`src/rtl/alu_exec_sequencer_if.sv`:
```
// Bundle of all handshake and data buses around the ALU execute sequencer.
// The sequencer takes the master side; fetch, register file, memory and ALU sit on the slave side.
interface alu_exec_sequencer_if;
    logic        ir_valid;
    logic [15:0] ir_data;
    logic        ir_ready;

    logic [3:0]  rf_sel_s;
    logic [3:0]  rf_sel_d;
    logic [15:0] rf_rdata_s;
    logic [15:0] rf_rdata_d;
    logic        rf_we;
    logic [3:0]  rf_waddr;
    logic [15:0] rf_wdata;

    logic        mem_req;
    logic        mem_we;
    logic [15:0] mem_addr;
    logic [15:0] mem_wdata;
    logic        mem_ack;
    logic [15:0] mem_rdata;

    logic [3:0]  alu_opcode;
    logic [2:0]  alu_subop;
    logic        alu_bw;
    logic [15:0] alu_src;
    logic [15:0] alu_dst;
    logic        alu_start;
    logic        alu_done;
    logic [15:0] alu_res;
    logic [3:0]  alu_flags;

    logic [3:0]  sr_flags;
    logic        jmp_valid;
    logic [15:0] jmp_offset;
    logic        busy;
    logic        illegal;

    modport master (
        input  ir_valid, ir_data,
        output ir_ready,
        output rf_sel_s, rf_sel_d,
        input  rf_rdata_s, rf_rdata_d,
        output rf_we, rf_waddr, rf_wdata,
        output mem_req, mem_we, mem_addr, mem_wdata,
        input  mem_ack, mem_rdata,
        output alu_opcode, alu_subop, alu_bw, alu_src, alu_dst, alu_start,
        input  alu_done, alu_res, alu_flags,
        output sr_flags, jmp_valid, jmp_offset, busy, illegal
    );

    modport slave (
        output ir_valid, ir_data,
        input  ir_ready,
        input  rf_sel_s, rf_sel_d,
        output rf_rdata_s, rf_rdata_d,
        input  rf_we, rf_waddr, rf_wdata,
        input  mem_req, mem_we, mem_addr, mem_wdata,
        output mem_ack, mem_rdata,
        input  alu_opcode, alu_subop, alu_bw, alu_src, alu_dst, alu_start,
        output alu_done, alu_res, alu_flags,
        input  sr_flags, jmp_valid, jmp_offset, busy, illegal
    );
endinterface

```
`src/rtl/alu_exec_sequencer.sv`:
```
// Multi-cycle execute sequencer for an MSP430-style 16-bit ALU: decodes Format I/II and jumps,
// resolves operands through memory, issues the ALU and writes back result and flags.
module alu_exec_sequencer #(
    parameter logic [3:0] RST_SR = 4'b0000
) (
    input logic MCLK,
    input logic RST,
    alu_exec_sequencer_if.master bus
);

    typedef enum logic [3:0] {
        S_IDLE,
        S_DECODE,
        S_EXT_S,
        S_MEM_S,
        S_EXT_D,
        S_MEM_D,
        S_ISSUE,
        S_WAIT_ALU,
        S_WB
    } state_t;

    state_t      r_state;
    logic [15:0] r_ir;
    logic [15:0] r_src;
    logic [15:0] r_dst;
    logic [15:0] r_addr;
    logic [15:0] r_res;
    logic [3:0]  r_resFlags;
    logic [3:0]  r_sr;

    state_t      w_stateNext;
    logic [15:0] w_irNext;
    logic [15:0] w_srcNext;
    logic [15:0] w_dstNext;
    logic [15:0] w_addrNext;
    logic [15:0] w_resNext;
    logic [3:0]  w_resFlagsNext;
    logic [3:0]  w_srNext;

    logic        w_irReady;
    logic        w_rfWe;
    logic [3:0]  w_rfWaddr;
    logic [15:0] w_rfWdata;
    logic        w_memReq;
    logic        w_memWe;
    logic [15:0] w_memAddr;
    logic [15:0] w_memWdata;
    logic        w_aluStart;
    logic        w_jmpValid;
    logic        w_illegal;
    logic        w_srcDone;
    logic [15:0] w_srcVal;
    logic [15:0] w_rdVal;

    logic [3:0]  w_opcode;
    logic        w_isFmt1;
    logic        w_isFmt2;
    logic        w_isJump;
    logic        w_isIllegal;
    logic        w_bw;
    logic [1:0]  w_as;
    logic        w_ad;
    logic [3:0]  w_rs;
    logic [3:0]  w_rd;
    logic        w_isImm;
    logic        w_jumpTaken;
    logic        w_noFlags;
    logic        w_noWrite;
    logic        w_dstMem;
    logic [15:0] w_incr;

    function automatic logic [15:0] maskOp(input logic [15:0] v, input logic bw);
        return bw ? {8'h00, v[7:0]} : v;
    endfunction

    assign w_opcode    = r_ir[15:12];
    assign w_isFmt2    = (w_opcode == 4'b0001);
    assign w_isJump    = (w_opcode[3:1] == 3'b001);
    assign w_isFmt1    = (w_opcode[3:2] != 2'b00);
    assign w_isIllegal = (w_opcode == 4'b0000) || (w_isFmt2 && r_ir[9]);
    assign w_bw        = r_ir[6];
    assign w_as        = r_ir[5:4];
    // Bit 7 is the low sub-opcode bit in Format II, so Ad only exists for Format I
    assign w_ad        = w_isFmt1 & r_ir[7];
    assign w_rs        = w_isFmt2 ? r_ir[3:0] : r_ir[11:8];
    assign w_rd        = r_ir[3:0];
    assign w_isImm     = (w_as == 2'b11) && (w_rs == 4'd0);
    assign w_noFlags   = (w_opcode == 4'b0100) || (w_isFmt2 && (r_ir[9:7] == 3'b001));
    assign w_noWrite   = (w_isFmt1 && ((w_opcode == 4'b1001) || (w_opcode == 4'b1011)))
                       || (w_isFmt2 && w_isImm);
    assign w_dstMem    = w_isFmt1 ? w_ad : ((w_as != 2'b00) && !w_isImm);
    assign w_incr      = w_bw ? 16'd1 : 16'd2;

    always_comb begin
        w_jumpTaken = 1'b0;
        case (r_ir[12:10])
            3'b000:  w_jumpTaken = ~r_sr[1];
            3'b001:  w_jumpTaken = r_sr[1];
            3'b010:  w_jumpTaken = ~r_sr[0];
            3'b011:  w_jumpTaken = r_sr[0];
            3'b100:  w_jumpTaken = r_sr[2];
            3'b101:  w_jumpTaken = ~(r_sr[2] ^ r_sr[3]);
            3'b110:  w_jumpTaken = r_sr[2] ^ r_sr[3];
            default: w_jumpTaken = 1'b1;
        endcase
    end

    always_comb begin
        w_stateNext    = r_state;
        w_irNext       = r_ir;
        w_srcNext      = r_src;
        w_dstNext      = r_dst;
        w_addrNext     = r_addr;
        w_resNext      = r_res;
        w_resFlagsNext = r_resFlags;
        w_srNext       = r_sr;
        w_irReady      = 1'b0;
        w_rfWe         = 1'b0;
        w_rfWaddr      = 4'd0;
        w_rfWdata      = 16'd0;
        w_memReq       = 1'b0;
        w_memWe        = 1'b0;
        w_memAddr      = 16'd0;
        w_memWdata     = 16'd0;
        w_aluStart     = 1'b0;
        w_jmpValid     = 1'b0;
        w_illegal      = 1'b0;
        w_srcDone      = 1'b0;
        w_srcVal       = 16'd0;
        w_rdVal        = bus.rf_rdata_d;

        case (r_state)
            S_IDLE: begin
                w_irReady = 1'b1;
                if (bus.ir_valid) begin
                    w_irNext    = bus.ir_data;
                    w_stateNext = S_DECODE;
                end
            end
            S_DECODE: begin
                if (w_isIllegal) begin
                    w_illegal   = 1'b1;
                    w_stateNext = S_IDLE;
                end else if (w_isJump) begin
                    w_jmpValid  = w_jumpTaken;
                    w_stateNext = S_IDLE;
                end else begin
                    case (w_as)
                        2'b00: begin
                            w_srcDone = 1'b1;
                            w_srcVal  = bus.rf_rdata_s;
                        end
                        2'b01: w_stateNext = S_EXT_S;
                        2'b10: begin
                            w_addrNext  = bus.rf_rdata_s;
                            w_stateNext = S_MEM_S;
                        end
                        default: begin
                            if (w_isImm) begin
                                w_stateNext = S_EXT_S;
                            end else begin
                                w_addrNext  = bus.rf_rdata_s;
                                w_stateNext = S_MEM_S;
                            end
                        end
                    endcase
                end
            end
            S_EXT_S: begin
                w_irReady = 1'b1;
                if (bus.ir_valid) begin
                    if (w_isImm) begin
                        w_srcDone = 1'b1;
                        w_srcVal  = bus.ir_data;
                    end else begin
                        w_addrNext  = bus.ir_data + bus.rf_rdata_s;
                        w_stateNext = S_MEM_S;
                    end
                end
            end
            S_MEM_S: begin
                w_memReq  = 1'b1;
                w_memAddr = r_addr;
                if (bus.mem_ack) begin
                    w_srcDone = 1'b1;
                    w_srcVal  = bus.mem_rdata;
                    if (w_as == 2'b11) begin
                        w_rfWe    = 1'b1;
                        w_rfWaddr = w_rs;
                        w_rfWdata = r_addr + w_incr;
                    end
                end
            end
            S_EXT_D: begin
                w_irReady = 1'b1;
                if (bus.ir_valid) begin
                    w_addrNext  = bus.ir_data + bus.rf_rdata_d;
                    w_stateNext = S_MEM_D;
                end
            end
            S_MEM_D: begin
                w_memReq  = 1'b1;
                w_memAddr = r_addr;
                if (bus.mem_ack) begin
                    w_dstNext   = maskOp(bus.mem_rdata, w_bw);
                    w_stateNext = S_ISSUE;
                end
            end
            S_ISSUE: begin
                w_aluStart  = 1'b1;
                w_stateNext = S_WAIT_ALU;
            end
            S_WAIT_ALU: begin
                if (bus.alu_done) begin
                    w_resNext      = bus.alu_res;
                    w_resFlagsNext = bus.alu_flags;
                    w_stateNext    = S_WB;
                end
            end
            S_WB: begin
                if (!w_noFlags) begin
                    w_srNext = r_resFlags;
                end
                if (w_noWrite) begin
                    w_stateNext = S_IDLE;
                end else if (w_dstMem) begin
                    w_memReq   = 1'b1;
                    w_memWe    = 1'b1;
                    w_memAddr  = r_addr;
                    w_memWdata = r_res;
                    if (bus.mem_ack) begin
                        w_stateNext = S_IDLE;
                    end
                end else begin
                    w_rfWe      = 1'b1;
                    w_rfWaddr   = w_rd;
                    w_rfWdata   = r_res;
                    w_stateNext = S_IDLE;
                end
            end
            default: w_stateNext = S_IDLE;
        endcase

        // A post-increment landing on the destination register must be seen by the register operand
        if (w_rfWe && (w_rfWaddr == w_rd)) begin
            w_rdVal = w_rfWdata;
        end

        if (w_srcDone) begin
            w_srcNext = maskOp(w_srcVal, w_bw);
            if (w_isFmt2) begin
                w_dstNext   = maskOp(w_srcVal, w_bw);
                w_stateNext = S_ISSUE;
            end else if (w_ad) begin
                w_stateNext = S_EXT_D;
            end else begin
                w_dstNext   = maskOp(w_rdVal, w_bw);
                w_stateNext = S_ISSUE;
            end
        end
    end

    always_ff @(posedge MCLK) begin
        if (RST) begin
            r_state    <= S_IDLE;
            r_ir       <= 16'd0;
            r_src      <= 16'd0;
            r_dst      <= 16'd0;
            r_addr     <= 16'd0;
            r_res      <= 16'd0;
            r_resFlags <= 4'd0;
            r_sr       <= RST_SR;
        end else begin
            r_state    <= w_stateNext;
            r_ir       <= w_irNext;
            r_src      <= w_srcNext;
            r_dst      <= w_dstNext;
            r_addr     <= w_addrNext;
            r_res      <= w_resNext;
            r_resFlags <= w_resFlagsNext;
            r_sr       <= w_srNext;
        end
    end

    // Strobes are cut by RST in the same cycle so an abort never lets a write or request slip out
    assign bus.ir_ready   = w_irReady;
    assign bus.rf_sel_s   = w_rs;
    assign bus.rf_sel_d   = w_rd;
    assign bus.rf_we      = w_rfWe & ~RST;
    assign bus.rf_waddr   = w_rfWaddr;
    assign bus.rf_wdata   = w_rfWdata;
    assign bus.mem_req    = w_memReq & ~RST;
    assign bus.mem_we     = w_memWe & ~RST;
    assign bus.mem_addr   = w_memAddr;
    assign bus.mem_wdata  = w_memWdata;
    assign bus.alu_opcode = w_opcode;
    assign bus.alu_subop  = r_ir[9:7];
    assign bus.alu_bw     = w_bw;
    assign bus.alu_src    = r_src;
    assign bus.alu_dst    = r_dst;
    assign bus.alu_start  = w_aluStart & ~RST;
    assign bus.sr_flags   = r_sr;
    assign bus.jmp_valid  = w_jmpValid & ~RST;
    assign bus.jmp_offset = {{5{r_ir[9]}}, r_ir[9:0], 1'b0};
    assign bus.busy       = (r_state != S_IDLE);
    assign bus.illegal    = w_illegal & ~RST;

endmodule

```
`src/flat_wrapper.sv`:
```
// flat-port wrapper written by rule: the top's interface ports become plain ports
module alu_exec_sequencer_flat 
#(
    parameter logic [3:0] RST_SR = 4'b0000
)
  (MCLK, RST, bus_ir_valid, bus_ir_data, bus_ir_ready, bus_rf_sel_s, bus_rf_sel_d, bus_rf_rdata_s, bus_rf_rdata_d, bus_rf_we, bus_rf_waddr, bus_rf_wdata, bus_mem_req, bus_mem_we, bus_mem_addr, bus_mem_wdata, bus_mem_ack, bus_mem_rdata, bus_alu_opcode, bus_alu_subop, bus_alu_bw, bus_alu_src, bus_alu_dst, bus_alu_start, bus_alu_done, bus_alu_res, bus_alu_flags, bus_sr_flags, bus_jmp_valid, bus_jmp_offset, bus_busy, bus_illegal);
  alu_exec_sequencer_if bus_i ();
  input logic MCLK;
  input logic RST;
  input wire logic [$bits(bus_i.ir_valid)-1:0] bus_ir_valid;
  input wire logic [$bits(bus_i.ir_data)-1:0] bus_ir_data;
  output wire logic [$bits(bus_i.ir_ready)-1:0] bus_ir_ready;
  output wire logic [$bits(bus_i.rf_sel_s)-1:0] bus_rf_sel_s;
  output wire logic [$bits(bus_i.rf_sel_d)-1:0] bus_rf_sel_d;
  input wire logic [$bits(bus_i.rf_rdata_s)-1:0] bus_rf_rdata_s;
  input wire logic [$bits(bus_i.rf_rdata_d)-1:0] bus_rf_rdata_d;
  output wire logic [$bits(bus_i.rf_we)-1:0] bus_rf_we;
  output wire logic [$bits(bus_i.rf_waddr)-1:0] bus_rf_waddr;
  output wire logic [$bits(bus_i.rf_wdata)-1:0] bus_rf_wdata;
  output wire logic [$bits(bus_i.mem_req)-1:0] bus_mem_req;
  output wire logic [$bits(bus_i.mem_we)-1:0] bus_mem_we;
  output wire logic [$bits(bus_i.mem_addr)-1:0] bus_mem_addr;
  output wire logic [$bits(bus_i.mem_wdata)-1:0] bus_mem_wdata;
  input wire logic [$bits(bus_i.mem_ack)-1:0] bus_mem_ack;
  input wire logic [$bits(bus_i.mem_rdata)-1:0] bus_mem_rdata;
  output wire logic [$bits(bus_i.alu_opcode)-1:0] bus_alu_opcode;
  output wire logic [$bits(bus_i.alu_subop)-1:0] bus_alu_subop;
  output wire logic [$bits(bus_i.alu_bw)-1:0] bus_alu_bw;
  output wire logic [$bits(bus_i.alu_src)-1:0] bus_alu_src;
  output wire logic [$bits(bus_i.alu_dst)-1:0] bus_alu_dst;
  output wire logic [$bits(bus_i.alu_start)-1:0] bus_alu_start;
  input wire logic [$bits(bus_i.alu_done)-1:0] bus_alu_done;
  input wire logic [$bits(bus_i.alu_res)-1:0] bus_alu_res;
  input wire logic [$bits(bus_i.alu_flags)-1:0] bus_alu_flags;
  output wire logic [$bits(bus_i.sr_flags)-1:0] bus_sr_flags;
  output wire logic [$bits(bus_i.jmp_valid)-1:0] bus_jmp_valid;
  output wire logic [$bits(bus_i.jmp_offset)-1:0] bus_jmp_offset;
  output wire logic [$bits(bus_i.busy)-1:0] bus_busy;
  output wire logic [$bits(bus_i.illegal)-1:0] bus_illegal;
  assign bus_i.ir_valid = bus_ir_valid;
  assign bus_i.ir_data = bus_ir_data;
  assign bus_ir_ready = bus_i.ir_ready;
  assign bus_rf_sel_s = bus_i.rf_sel_s;
  assign bus_rf_sel_d = bus_i.rf_sel_d;
  assign bus_i.rf_rdata_s = bus_rf_rdata_s;
  assign bus_i.rf_rdata_d = bus_rf_rdata_d;
  assign bus_rf_we = bus_i.rf_we;
  assign bus_rf_waddr = bus_i.rf_waddr;
  assign bus_rf_wdata = bus_i.rf_wdata;
  assign bus_mem_req = bus_i.mem_req;
  assign bus_mem_we = bus_i.mem_we;
  assign bus_mem_addr = bus_i.mem_addr;
  assign bus_mem_wdata = bus_i.mem_wdata;
  assign bus_i.mem_ack = bus_mem_ack;
  assign bus_i.mem_rdata = bus_mem_rdata;
  assign bus_alu_opcode = bus_i.alu_opcode;
  assign bus_alu_subop = bus_i.alu_subop;
  assign bus_alu_bw = bus_i.alu_bw;
  assign bus_alu_src = bus_i.alu_src;
  assign bus_alu_dst = bus_i.alu_dst;
  assign bus_alu_start = bus_i.alu_start;
  assign bus_i.alu_done = bus_alu_done;
  assign bus_i.alu_res = bus_alu_res;
  assign bus_i.alu_flags = bus_alu_flags;
  assign bus_sr_flags = bus_i.sr_flags;
  assign bus_jmp_valid = bus_i.jmp_valid;
  assign bus_jmp_offset = bus_i.jmp_offset;
  assign bus_busy = bus_i.busy;
  assign bus_illegal = bus_i.illegal;
  alu_exec_sequencer #(.RST_SR(RST_SR)) u_core (.MCLK(MCLK), .RST(RST), .bus(bus_i));
endmodule
```
`config.mk`:
```
export PLATFORM = sky130hd
export DESIGN_NAME = alu_exec_sequencer_flat
export DESIGN_NICKNAME = d
export VERILOG_FILES = /design/src/rtl/alu_exec_sequencer_if.sv /design/src/rtl/alu_exec_sequencer.sv /design/src/flat_wrapper.sv
export SDC_FILE = /design/constraint.sdc
export NUM_CORES = 1
export LEC_CHECK = 0
export CAP_MARGIN = 20
export CORE_UTILIZATION = 35
export CTS_CLUSTER_DIAMETER = 30
export DETAILED_ROUTE_END_ITERATION = 10
export PLACE_DENSITY = 0.7
export SYNTH_ARGS = -nofsm -noshare
export SYNTH_HDL_FRONTEND = slang
export SYNTH_SLANG_ARGS = --single-unit
```
`constraint.sdc`:
```
create_clock -name MCLK -period 6.68 [get_ports MCLK]
set_input_delay 1.336 -clock MCLK [delete_from_list [all_inputs] [get_ports MCLK]]
set_output_delay 1.336 -clock MCLK [all_outputs]
set_load 0.03 [all_outputs]
```
==> impl_metrics.tcl <==
set metrics [dict create \
    status "finished, final reports clean" \
    wl_per_cell_um 21.2 \
    row_count 51 \
    path_max_fanout 20 \
    ir_drop_mv 0.140 \
    wirelength_um 28300 \
    post_cts.repair.setup_buffers 0 \
    leakage_nw 3.28 \
    cp_slowest_cell "nor4b_4" \
    start_kind "register" \
    cap_viol_max_count 0 \
    cp_data_arrival_time_ns 4.03 \
    stdcell_area_mm2 0.00934 \
    final_nets 1171 \
    placed_area_mm2 0.00904 \
    drive_gt1_share_pct 6.39 \
    areaGrowthSynthToFinish_pct 33.5 \
    hold_violations 0 \
    antenna_left 0 \
    gr-total-overflow 0 \
    first_pass_iters 5 \
    synth-seq-area-share_pct 26.3 \
    post_cts_resized 0 \
    gp_congestion 1.00 \
    fmax_mhz 186 \
    first_iter_violations 700 \
    fin_ws_ns 1.31 \
    htree_levels 3 \
    required_ns 5.34 \
    slew_headroom_pct 37.8 \
    grt_pass1_vias 7023 \
    start_util_pct 35.8 \
    place_hpwl_um 22000 \
    finalCritPeriodShare_pct 80.4 \
    power_density_mw_per_mm2 297 \
    min-delay-path-class "register to register" \
    cts_tree "yes" \
    tightestPinTransition_ns 0.931 \
    dieArea_mm2 0.0206 \
    io_buffers 215 \
    ctsLongestPathBuffers 2 \
    final_common_cell "clkdlybuf4s50_1" \
    async_flop_share_pct 0 \
    slew_violations 0 \
    grt_start_max_net_pins 71 \
    pin_count 217 \
    synth_flop_cell "dfxtp_1" \
    min_period_ns 5.37 \
    grt_usage_pct 27.1 \
    critPathKind "register to primary output" \
    hold_buffers 0 \
    whs_ns 0.468 \
    cp-end-kind "primary output" \
    cts-buffers-inserted 9 \
    synthCells 916 \
    die_w_um 143 \
    vias 7557 \
    viasPerCell 5.68 \
    layout_common_cells "214 x clkdlybuf4s50_1, 152 x nand2_1, 101 x a21oi_1" \
    synth_edf_count 0 \
    ys_ff_latch 92 \
    yosysWarnings 0 \
    syn_area_per_cell_um2 7.64 \
    root_buffer "clkbuf_16" \
    synth.net_count 1028 \
    finalPower_mw 2.78 \
    pre_cts_slack_ns 1.48 \
    critPathMaxStageDelay_ns 0.75 \
    skew_ns 0.0114 \
    grt_pass1_wl_um 41600 \
    finalSetupViolations 0 \
    clock-sinks 92 \
    insertion_delay_ns 0.36 \
    rsz0062_at_grt "false" \
    finalSetupTns_ns 0 \
    syn_area_mm2 0.00700 \
    antenna_found_initial 1 \
    clk_pin_slew_ns 0.07 \
    drcViolationCount 0 \
    yosysUniqueCellTypes 77 \
    coreArea_mm2 0.0195 \
    cp_cell_sequence "nor4b_4 -> mux2_4 -> a221o_1 -> nand2_1 -> o2bb2ai_1 -> clkdlybuf4s50_1" \
    die_h_um 143 \
]
## logic make-up (layout without fill, tap and decap cells)
logic type      count (synthesis)  in the layout  share of synthesized area [%]
xor+xnor                       25             25                           3.13
buf+inv                       103            251                           7.83
flops                          92             92                           26.3
mux                            38             38                           5.81
other cells                     1              3                         0.0536
simple gates                  350            350                           24.0
compound gates                284            284                           28.6
fa+ha+maj                      23             23                           4.33
## worst max-delay path, delay by kind of cell, from the launching register on
family / cells / cell delay [ns]
flip-flops: 1 / 0.49
AND/OR/NAND/NOR: 2 / 1.44
AO/OA/AOI/OAI: 2 / 0.62
buffers and inverters: 1 / 0.74
multiplexers: 1 / 0.37
## stage by stage
step | instances | utilization (%)
final | 1331 | 47.9
after global routing | 1330 | 47.8
after CTS | 1329 | 47.8
after detailed placement | 1313 | 46.3
after global placement | 1312 | 46.2
after floorplan | 916 | -
## final timing paths
path,startpoint,endpoint,slack (ns),cells after the start
worst max-delay path,u_core.r_ir[12]$_SDFFE_PP0P_,bus_rf_wdata[3],1.31,6
worst min-delay path,u_core.r_resFlags[2]$_SDFFE_PP0P_,u_core.r_resFlags[2]$_SDFFE_PP0P_,0.47,2
worst max register to register,u_core.r_state[2]$_SDFFE_PP0P_,u_core.r_addr[12]$_SDFFE_PP0P_,2.10,12
worst min register to register,u_core.r_resFlags[2]$_SDFFE_PP0P_,u_core.r_resFlags[2]$_SDFFE_PP0P_,0.47,2
## layer usage
layer / wire length [um] / up-vias / GRT usage [%]
li1: - / 3554 / -
met1: 12100 / 3565 / 35.5
met2: 12800 / 381 / 43.2
met3: 2430 / 57 / 5.70
met4: 974 / 0 / 10.7
met5: 0 / - / 0
## synth_stat cells (4+ instances only)
master | number | area share, %
a21oi_1 | 101 | 7.2
clkbuf_1 | 36 | 1.9
xnor2_1 | 13 | 1.6
dfxtp_1 | 92 | 26
a211oi_1 | 9 | 0.97
a311oi_2 | 7 | 1.5
nor3b_1 | 11 | 1.2
a22o_1 | 8 | 1.0
xor2_1 | 12 | 1.5
a211oi_2 | 4 | 0.72
a31oi_1 | 7 | 0.63
a32o_1 | 5 | 0.72
nor2b_1 | 23 | 2.1
mux2i_1 | 20 | 2.9
buf_2 | 18 | 1.3
and3_1 | 7 | 0.63
o2bb2ai_1 | 4 | 0.50
a21o_1 | 24 | 2.6
nand2b_1 | 7 | 0.63
o211ai_1 | 11 | 1.2
o21a_1 | 12 | 1.3
mux2_2 | 17 | 2.7
nor3_1 | 6 | 0.43
buf_6 | 4 | 0.64
nor2_1 | 73 | 3.9
o21ai_0 | 28 | 2.0
inv_1 | 14 | 0.75
o22a_1 | 9 | 1.1
ha_1 | 21 | 3.8
nand4_1 | 8 | 0.72
and2_1 | 23 | 2.1
nand2_1 | 152 | 8.2
buf_4 | 29 | 3.1
nand3_1 | 14 | 1.0
o221ai_1 | 9 | 1.1
nand3b_1 | 5 | 0.54
a22oi_1 | 10 | 1.1
## final cells by class
class / instances / area, um^2
flip-flops and latches: 92 / 1840
clock inverters: 7 / 73.8
well taps: 265 / 332
clock buffers: 9 / 225
diodes: 2 / 5.00
fillers: 1971 / 10200
inverters: 14 / 52.6
multi-input cells: 721 / 4610
repair buffers: 221 / 2200
## power by group
| part | switching (mW) | total (mW) | internal [mW] |
|---|---|---|---|
| Clock | 0.242 | 0.536 | 0.293 |
| Combinational | 0.867 | 1.43 | 0.563 |
| Sequential | 0.167 | 0.814 | 0.646 |
## sequential cells by signal, summed over array words and instances (netlist names)
name,count
u_core.r_state,4
u_core.r_ir,16
u_core.bus.alu_src,16
u_core.bus.sr_flags,4
u_core.r_addr,16
u_core.bus.alu_dst,16
u_core.r_res,16
u_core.r_resFlags,4
No activity file was read; power rests on OpenSTA's default activity.
